### config.mk
export PLATFORM = sky130hd
export DESIGN_NAME = countdown_timer_flat
export DESIGN_NICKNAME = d
export VERILOG_FILES = /design/src/rtl/countdown_timer_if.sv /design/src/rtl/countdown_timer.sv /design/src/flat_wrapper.sv
export SDC_FILE = /design/constraint.sdc
export NUM_CORES = 1
export LEC_CHECK = 0
export ABC_AREA = 0
export CORE_MARGIN = 4
export CORE_UTILIZATION = 44
export DETAILED_ROUTE_END_ITERATION = 10
export GPL_TIMING_DRIVEN = 0
export PLACE_DENSITY = 0.77
export SLEW_MARGIN = 0
export SYNTH_ARGS = -nofsm -noshare
export SYNTH_HDL_FRONTEND = slang
export SYNTH_SLANG_ARGS = --single-unit
### constraint.sdc
create_clock -name clk -period 2.25 [get_ports clk]
set_input_delay 0.45 -clock clk [delete_from_list [all_inputs] [get_ports clk]]
set_output_delay 0.45 -clock clk [all_outputs]
set_load 0.02 [all_outputs]
### src/rtl/countdown_timer_if.sv
// Bundle for the countdown timer's control inputs and status outputs.
// master drives the controls; slave is the timer itself.
interface countdown_timer_if #(
    parameter int WIDTH = 8
);
    logic             en;
    logic             load;
    logic [WIDTH-1:0] preset;
    logic             auto_reload;
    logic [WIDTH-1:0] count;
    logic             busy;
    logic             done;
    logic             zero;

    modport master (
        output en,
        output load,
        output preset,
        output auto_reload,
        input  count,
        input  busy,
        input  done,
        input  zero
    );

    modport slave (
        input  en,
        input  load,
        input  preset,
        input  auto_reload,
        output count,
        output busy,
        output done,
        output zero
    );
endinterface

### src/rtl/countdown_timer.sv
// Loadable down-counter with terminal-count pulse and optional auto-reload.
// Two states: IDLE (count parked, en ignored) and RUN (count decrements
// under en). done is a registered one-cycle pulse after each expiry.
module countdown_timer #(
    parameter int WIDTH = 8
) (
    input  logic               clk,
    input  logic               rst,
    countdown_timer_if.slave   bus
);
    typedef enum logic {
        IDLE = 1'b0,
        RUN  = 1'b1
    } state_t;

    localparam logic [WIDTH-1:0] ZERO = '0;
    localparam logic [WIDTH-1:0] ONE  = {{(WIDTH-1){1'b0}}, 1'b1};

    state_t           state_reg;
    state_t           state_next;
    logic [WIDTH-1:0] count_reg;
    logic [WIDTH-1:0] count_next;
    logic             done_reg;
    logic             done_next;

    // State register: reset wins over everything, otherwise take the next values.
    always_ff @(posedge clk) begin
        if (rst) begin
            state_reg <= IDLE;
            count_reg <= ZERO;
            done_reg  <= 1'b0;
        end else begin
            state_reg <= state_next;
            count_reg <= count_next;
            done_reg  <= done_next;
        end
    end

    // Next-state logic: load beats decrement; a zero preset expires at once.
    always_comb begin
        state_next = state_reg;
        count_next = count_reg;
        done_next  = 1'b0;
        case (state_reg)
            IDLE: begin
                if (bus.load) begin
                    count_next = bus.preset;
                    if (bus.preset != ZERO) begin
                        state_next = RUN;
                    end else begin
                        done_next = 1'b1;
                    end
                end
            end
            RUN: begin
                if (bus.load) begin
                    // A load at the terminal edge suppresses the expiry.
                    count_next = bus.preset;
                    if (bus.preset == ZERO) begin
                        state_next = IDLE;
                        done_next  = 1'b1;
                    end
                end else if (bus.en) begin
                    if (count_reg == ONE) begin
                        done_next = 1'b1;
                        if (bus.auto_reload && (bus.preset != ZERO)) begin
                            count_next = bus.preset;
                        end else begin
                            count_next = ZERO;
                            state_next = IDLE;
                        end
                    end else if (count_reg != ZERO) begin
                        // Guard keeps the counter from wrapping even if RUN/0 were reached.
                        count_next = count_reg - ONE;
                    end
                end
            end
            default: begin
                state_next = IDLE;
                count_next = ZERO;
            end
        endcase
    end

    // Outputs: busy and count come straight from registers; zero is a decode of count.
    always_comb begin
        bus.count = count_reg;
        bus.busy  = (state_reg == RUN);
        bus.done  = done_reg;
        bus.zero  = (count_reg == ZERO);
    end
endmodule

### src/flat_wrapper.sv
// flat-port wrapper written by rule: the top's interface ports become plain ports
module countdown_timer_flat 
#(
    parameter int WIDTH = 8
)
  (clk, rst, bus_en, bus_load, bus_preset, bus_auto_reload, bus_count, bus_busy, bus_done, bus_zero);
  countdown_timer_if #(.WIDTH(WIDTH)) bus_i ();
  input  logic clk;
  input  logic rst;
  input wire logic [$bits(bus_i.en)-1:0] bus_en;
  input wire logic [$bits(bus_i.load)-1:0] bus_load;
  input wire logic [$bits(bus_i.preset)-1:0] bus_preset;
  input wire logic [$bits(bus_i.auto_reload)-1:0] bus_auto_reload;
  output wire logic [$bits(bus_i.count)-1:0] bus_count;
  output wire logic [$bits(bus_i.busy)-1:0] bus_busy;
  output wire logic [$bits(bus_i.done)-1:0] bus_done;
  output wire logic [$bits(bus_i.zero)-1:0] bus_zero;
  assign bus_i.en = bus_en;
  assign bus_i.load = bus_load;
  assign bus_i.preset = bus_preset;
  assign bus_i.auto_reload = bus_auto_reload;
  assign bus_count = bus_i.count;
  assign bus_busy = bus_i.busy;
  assign bus_done = bus_i.done;
  assign bus_zero = bus_i.zero;
  countdown_timer #(.WIDTH(WIDTH)) u_core (.clk(clk), .rst(rst), .bus(bus_i));
endmodule
# ---- Yosys cells after proc, flatten, opt, wreduce, memory -nomap -nowiden
# Index checks and enable logic that the tools add are counted.
dict set report word_totals {
  register_bits 10
  in_bits 13
  out_inout_bits 11
  word_cells 37
}
dict set report classes {
  addsub 1
  eq_ne 4
  mux 22
  bitwise_logic 1
  n_reduce_logical 6
}
# operator count
set ops {}
lappend ops {{two-way mux 8 bit} 6}
lappend ops {{logical NOT 8 bit} 2}
lappend ops {{one-hot mux 8 bit (2 select lines)} 1}
lappend ops {{nonzero test 8 bit} 2}
lappend ops {{two-way mux 1 bit} 13}
lappend ops {{equality test 8 x 1 -> 1 bit, second input constant} 1}
lappend ops {{subtractor 8 x 1 -> 8 bit, second input constant} 1}
lappend ops {{inequality test 4 bit, second input constant} 1}
lappend ops {{one-hot mux 1 bit (2 select lines)} 2}
lappend ops {{inequality test 3 bit, second input constant} 1}
lappend ops {{AND reduction 3 bit} 1}
lappend ops {{inequality test 2 bit, second input constant} 1}
lappend ops {{logical AND 1 bit} 1}
lappend ops {{inverter 1 bit} 1}

# ---- Longest topological paths before layout
# Gate-level depths: netlist of run 1.
dict set report depth {
  word_depth 7
  mapped_depth 7
  ltp_nobuf 6
}

# ---- Worst setup path after synthesis of run 1
# Ideal clock, no wire load.
dict set report synth_path {
  path_type {register -> register}
  from {reg u_core.count_reg[0] (netlist: u_core.bus.count[0])}
  to {reg u_core.state_reg (netlist: u_core.bus.busy)}
  setup_time_ns 0.117
  arrival_ns 1.831
  required_time_ns 2.133
  path_slack_ns 0.303
  stages_incl_launch_ff 6
  path_buffers 0
  synth_period_minus_slack_ns 1.947
  cell_sequence {dfxtp_1 -> ha_1 -> or4b_4 -> or4_1 -> nor2_1 -> nor3b_1}
}
dict set report synth_via {
  elab_chain_cells 5
}
# item line
set synth_lines {}
lappend synth_lines {{start, declared} countdown_timer.sv:21} ;# logic [WIDTH-1:0] count_reg;
lappend synth_lines {{start signal, assigned} countdown_timer.sv:34} ;# count_reg <= count_next;
lappend synth_lines {{equality test 8 x 1 -> 1 bit} countdown_timer.sv:64} ;# if (count_reg == ONE) begin
lappend synth_lines {{two-way mux 1 bit} countdown_timer.sv:64}
lappend synth_lines {{two-way mux 1 bit} countdown_timer.sv:63} ;# end else if (bus.en) begin
lappend synth_lines {{two-way mux 1 bit} countdown_timer.sv:56} ;# if (bus.load) begin
lappend synth_lines {{one-hot mux 1 bit (2 select lines)} countdown_timer.sv:44} ;# case (state_reg)
lappend synth_lines {{end signal, assigned} countdown_timer.sv:33} ;# state_reg <= state_next;
lappend synth_lines {{end, declared} countdown_timer.sv:19} ;# state_t state_reg;
# No other way between the ends.
# A chain may end at the register's enable or synchronous reset.

# ---- Worst setup path after layout of run 1
dict set report layout_path {
  from {in bus_load}
  to {reg u_core.count_reg[5] (netlist: u_core.bus.count[5])}
}
dict set report layout_via {
  elab_chain_cells 2
  elab_cells_between_ends 6
  cone_classes {3 x eq/ne; 2 x mux; 1 x reduce/logical}
}
# item line
set layout_lines {}
lappend layout_lines {{start, declared} flat_wrapper.sv:11} ;# input wire logic [$bits(bus_i.load)-1:0] bus_load;
lappend layout_lines {{inequality test 4 bit (no line) (tied with other cells)} n/a}
lappend layout_lines {{AND reduction 3 bit (no line) or one-hot mux 8 bit (2 select lines) (tied branches)} n/a}
# Parallel ways exist; a longest one is shown, timed or not.

==> impl_metrics.yaml, run 1 <==
detailed_routing:
  routed_wirelength_um: 1930
  remaining_drc_errors: 0
  drtIter0Drc: 33
  detail-route-antenna-nets: 0
  drt_pre_antenna_iters: 4
  avgRoutedWirePerCell_um: 14.8
  vias: 818
  vias_per_cell: 6.24
global_routing:
  gr-total-overflow: 0
  grt_max_degree: 11
  grt_pass1_wl_um: 3070
  antenna_found_initial: 0
  grt_pass1_vias: 682
  gr-usage-all-layers_pct: 16.1
synth:
  syn_area_um2: 728
  synth_cells: 89
  yosysWarnings: 0
  yosysSeqAreaShare_pct: 27.5
  netlist-cell-type-count: 32
  postSynthAreaPerCell_um2: 8.18
  ys_ff_latch: 10
  synth_nets: 105
setup_path:
  cp_slowest_stage_delay_ps: 540
  start_kind: "primary input"
  worstPathArrival_ps: 2260
  cp_cell_sequence: "clkdlybuf4s50_1 > nand2b_1 > clkbuf_1 > a31oi_1 > o21ai_0 > a311oi_1"
  crit_type: "in -> reg"
  r2r_cells: 7
  end_kind: "flop"
  crit_path_max_fanout: 10
  slowest_stage: "a31oi_1"
  worstPathRequired_ps: 2430
floorplanning:
  row_count: 14
  die_x_um: 48.7
  die-area_mm2: 0.00237
  initial_core_util_pct: 47.2
  core_area_mm2: 0.00154
  io-pin-count: 24
  dieHeight_um: 48.7
hold_path:
  hold_class: "reg -> reg"
  min_path_cells: 2
sta:
  worstMarginPinSlew_ps: 730
  whs_ps: 551
  finalWorstSetupSlack_ps: 176
  setup_viol: 0
  slew_headroom_pct: 50.9
  fin_tns_setup_ps: 0
  rsz0062_at_grt: "no"
  timing.final.crit_share_pct: 92.2
  hold_viol_final: 0
  skew_ps: 3.13
  slew_violations: 0
  finalWorstPathRequiredPeriod_ps: 2070
  fmax_mhz: 482
clock_tree:
  clk_pin_slew_ps: 70
  cts_buffers: 3
  cts_max_path_buffers: 2
  cts_tree: "done"
  cts_max_level: 1
  numClockSinks: 10
  clock_latency_ps: 270
  cts_root_buf: "clkbuf_4"
  cts_hold_buf: 0
finish:
  area_delta_synth_final_pct: 39.9
  layout-drive-gt1-share_pct: 11.3
  largest_reg_flops: 8
  num_antenna_cells: 0
  nets: 132
  fin_util_pct: 66.1
  design_area_mm2: 0.00102
  fin_cells: 131
placement:
  dp_cells: 127
  numPortBuffers: 22
  place.gp.congestion: 0.843
  preCtsSetupSlack_ps: -72.7
  place_area_um2: 968
  hpwl_um: 1450
power:
  max-vdd-ir-drop_mv: 0.323
  cellLeakagePower_nw: 0.370
  p_per_area_mw_per_mm2: 572
  total_power_uw: 582
run:
  maxCapViolations: 0
outcome:
  outcome: "finished clean"
-- worst max-delay path, delay by kind of cell --
| family | cells | cell delay (ps) |
|---|---|---|
| AOI/OAI and AO/OA | 3 | 1050 |
| buffers and inverters | 2 | 620 |
| and+or+nand+nor | 1 | 150 |
-- final cells by class --
| cell class | instances | area [um2] |
|---|---|---|
| tap | 16 | 20.0 |
| clock buffer | 4 | 36.3 |
| inverter | 5 | 18.8 |
| multi-input combinational | 68 | 475 |
| sequential | 10 | 200 |
| buffer | 6 | 45.0 |
| fill | 133 | 523 |
| timing repair buffer | 22 | 223 |
-- report_power, final --
group | switching [mW] | internal, mW
registers | 0.0209 | 0.192
clock network | 0.0671 | 0.0984
logic | 0.103 | 0.101
-- Yosys cell counts (all sizes together) --
cell type,instances,share of area [%]
nor3,12,8.2
o21ai,11,7.6
dfxtp,10,27
a311oi,8,9.6
nand2,6,3.1
inv,5,2.6
buf,4,5.2
ha,3,5.2
nor4,3,2.6
a21oi,2,1.4
a31oi,2,1.7
clkbuf,2,1.0
nand2b,2,1.7
o21a,2,2.1
or4,2,2.1
a2111oi,1,3.8
and3,1,0.86
nand3,1,0.69
nor2,1,0.51
nor3b,1,1.0
nor4b,1,1.2
o21bai,1,1.0
o31a,1,1.2
o31ai,1,1.0
or2,1,0.86
or3,1,0.86
or3b,1,1.2
or4b,1,1.9
xnor2,1,1.2
xor2,1,1.2
-- per-layer routing --
metal	up-vias	GRT usage, %	part of all wire (%)
li1	397	-	-
met1	364	21.8	43
met2	52	23.7	46
met3	5	2.45	8.8
met4	0	9.42	2.5
met5	-	0	0
-- kinds of logic (layout without fill, tap and decap cells) --
kind of cell             after synthesis  after routing  synth area share, %
AND/OR/NAND/NOR                       34             34                 26.8
AO/OA/AOI/OAI                         29             29                 29.4
XOR/XNOR                               2              2                 2.41
flip-flops                            10             10                 27.5
buffers and inverters                 11             37                 8.76
adder cells (fa/ha/maj)                3              3                 5.16
-- placed cells by master, fill, tap and decap left out --
cell / count
dfxtp_1: 10
nand2_1: 6
nor4b_1: 1
a311oi_1: 8
nor2_1: 1
or4b_4: 1
dlymetal6s2s_1: 1
o31a_1: 1
nor4_1: 3
o31ai_1: 1
nand2b_1: 2
o21ai_0: 9
o21a_1: 2
clkbuf_1: 2
a31oi_1: 1
nor3_1: 11
a2111oi_4: 1
clkdlybuf4s50_1: 21
or3_1: 1
a31oi_2: 1
or4_1: 2
xor2_1: 1
xnor2_1: 1
buf_1: 1
or2_2: 1
a21oi_1: 2
nand3_1: 1
nor3b_1: 1
o21bai_1: 1
buf_6: 3
o21ai_1: 2
inv_1: 5
and3_1: 1
or3b_2: 1
nor3_2: 1
ha_1: 3
clkbuf_4: 3
clkbuf_8: 1
-- timing repair --
action | CTS | global route
resized for setup | 1 | 3
gates cloned | 0 | 0
buffers inserted | 0 | 0
endpoints found under the setup margin | 1 | 3
-- path summary, 6_finish.rpt --
path,start,end,slack [ps]
min,u_core.bus.busy$_SDFF_PP0_,u_core.bus.busy$_SDFF_PP0_,550
max,bus_load,u_core.bus.count[5]$_SDFFE_PP0P_,180
max reg2reg,u_core.bus.count[0]$_SDFFE_PP0P_,u_core.bus.count[0]$_SDFFE_PP0P_,210
min reg2reg,u_core.bus.busy$_SDFF_PP0_,u_core.bus.busy$_SDFF_PP0_,550
Note: power is estimated with default switching activity, not from simulation.
==> inputs of run 2 (changes only) <==
Settings changed: CTS_CLUSTER_DIAMETER set to 50, SKIP_LAST_GASP set to 1.
==> run 2 against run 1 <==
Utilization stayed put; clock skew down 0.74 ps; total power hardly changed; critical path type unchanged; critical endpoint unchanged.
==> impl_metrics.yaml, run 2 (same netlist as run 1, synthesis figures left out) <==
sta:
  hold_viol_final: 0
  fmax_mhz: 481
  setup_viol: 0
  timing.final.crit_share_pct: 92.4
  rsz0062_at_grt: "yes"
  slew_headroom_pct: 50.3
  finalWorstSetupSlack_ps: 171
  slew_violations: 0
  worstMarginPinSlew_ps: 739
  skew_ps: 2.39
  whs_ps: 550
  finalWorstPathRequiredPeriod_ps: 2080
detailed_routing:
  detail-route-antenna-nets: 0
  avgRoutedWirePerCell_um: 14.8
  drtIter0Drc: 32
  remaining_drc_errors: 0
  routed_wirelength_um: 1940
  vias_per_cell: 6.11
  vias: 801
  drt_pre_antenna_iters: 7
power:
  max-vdd-ir-drop_mv: 0.322
  cellLeakagePower_nw: 0.370
  total_power_uw: 582
  p_per_area_mw_per_mm2: 571
setup_path:
  startpoint: "bus_load"
  worstPathRequired_ps: 2430
  crit_buf_inv: 2
  cp_slowest_stage_delay_ps: 540
  slowest_stage: "a31oi_1"
  start_kind: "primary input"
  crit_path_max_fanout: 10
  worstPathArrival_ps: 2260
  crit_type: "in -> reg"
  crit_family: "compound AO/OA/AOI/OAI gates"
  r2r-start: "u_core.bus.count[0]$_SDFFE_PP0P_"
  cp_cell_sequence: "clkdlybuf4s50_1 > nand2b_1 > clkbuf_1 > a31oi_1 > o21ai_0 > a311oi_1"
  end_kind: "flop"
placement:
  preCtsSetupSlack_ps: -72.7
  hpwl_um: 1450
  numPortBuffers: 22
  dp_cells: 127
  place.gp.congestion: 0.843
floorplanning:
  die_x_um: 48.7
  io-pin-count: 24
  row_count: 14
  core_area_mm2: 0.00154
  initial_core_util_pct: 47.2
  dieHeight_um: 48.7
  die-area_mm2: 0.00237
global_routing:
  antenna_found_initial: 0
  gr-usage-all-layers_pct: 16.1
  gr-total-overflow: 0
  grt_max_degree: 11
  grt_pass1_wl_um: 3070
  grt_pass1_vias: 682
finish:
  area_delta_synth_final_pct: 39.9
  fin_util_pct: 66.1
  final_common_cell: "clkdlybuf4s50_1"
  fill_cells: 133
  fin_cells: 131
  largest_reg_flops: 8
  layout-drive-gt1-share_pct: 11.3
  final_cell_mix: "clkdlybuf4s50_1 (21), nor3_1 (11), o21ai_0 (10), dfxtp_1 (10), a311oi_1 (8)"
  nets: 132
  num_antenna_cells: 0
clock_tree:
  cts_max_path_buffers: 2
  cts_max_level: 1
  clk_pin_slew_ps: 70
  cts_tree: "done"
  clock_latency_ps: 270
  cts_root_buf: "clkbuf_4"
  cts_buffers: 3
  cts_hold_buf: 0
  numClockSinks: 10
run:
  maxCapViolations: 0
hold_path:
  hold_class: "reg -> reg"
  worstHoldStart: "u_core.bus.busy$_SDFF_PP0_"
outcome:
  outcome: "finished clean"
==> run 2: cell counts in the layout (fill, tap and decap cells not counted) <==
No cell type changed its count.
==> run 2: final timing paths <==
| kind | to | slack (ps) | cells past startpoint |
|---|---|---|---|
| max | u_core.bus.count[5]$_SDFFE_PP0P_ | 170 | 6 |
| min | u_core.bus.busy$_SDFF_PP0_ | 550 | 2 |
| max reg2reg | u_core.bus.count[1]$_SDFFE_PP0P_ | 200 | 5 |
| min reg2reg | u_core.bus.busy$_SDFF_PP0_ | 550 | 2 |
==> run 2: area by class of cell <==
type                    instances  area (um2)  share of cell area, %
inverters                       5        18.8                   1.84
clock buffers                   4        36.3                   3.56
well taps                      16        20.0                   1.97
plain buffers                   6        45.0                   4.42
multi-input cells              68         475                   46.7
flip-flops and latches         10         200                   19.7
repair buffers                 22         223                   21.9
==> run 2: power breakdown <==
part	internal, mW	total, mW	switching (mW)	leakage, nW
Combinational	0.101	0.204	0.103	0.266
Sequential	0.192	0.213	0.0209	0.0830
Clock	0.0984	0.165	0.0668	0.0210
==> run 2: through the flow <==
step                instance area, um2  TNS [ps]
floorplan                          728         0
global placement                   968      -194
detailed placement                 968      -257
CTS                               1010         0
global route                      1020     -9.94
finish                            1020         0
==> run 2: repair_timing <==
item | 4_1_cts | 5_1_grt
resized for setup | 1 | 2
pin swaps | 0 | 0
setup endpoints to repair | 1 | 3
setup buffers | 0 | 0
==> run 2: metal layers <==
metal / wire length [um] / up-vias / global-route usage, %
li1: - / 393 / -
met1: 855 / 362 / 21.8
met2: 897 / 42 / 23.7
met3: 151 / 4 / 2.45
met4: 34 / 0 / 9.42
met5: 0 / - / 0
==> run 2: worst register-to-register path: cells and delay by family (launching register included) <==
| kind | cells | cell delay, ps |
|---|---|---|
| adder cells (fa/ha/maj) | 1 | 220 |
| flip-flops | 1 | 420 |
| AND/OR/NAND/NOR | 1 | 490 |
| AO/OA/AOI/OAI | 3 | 840 |
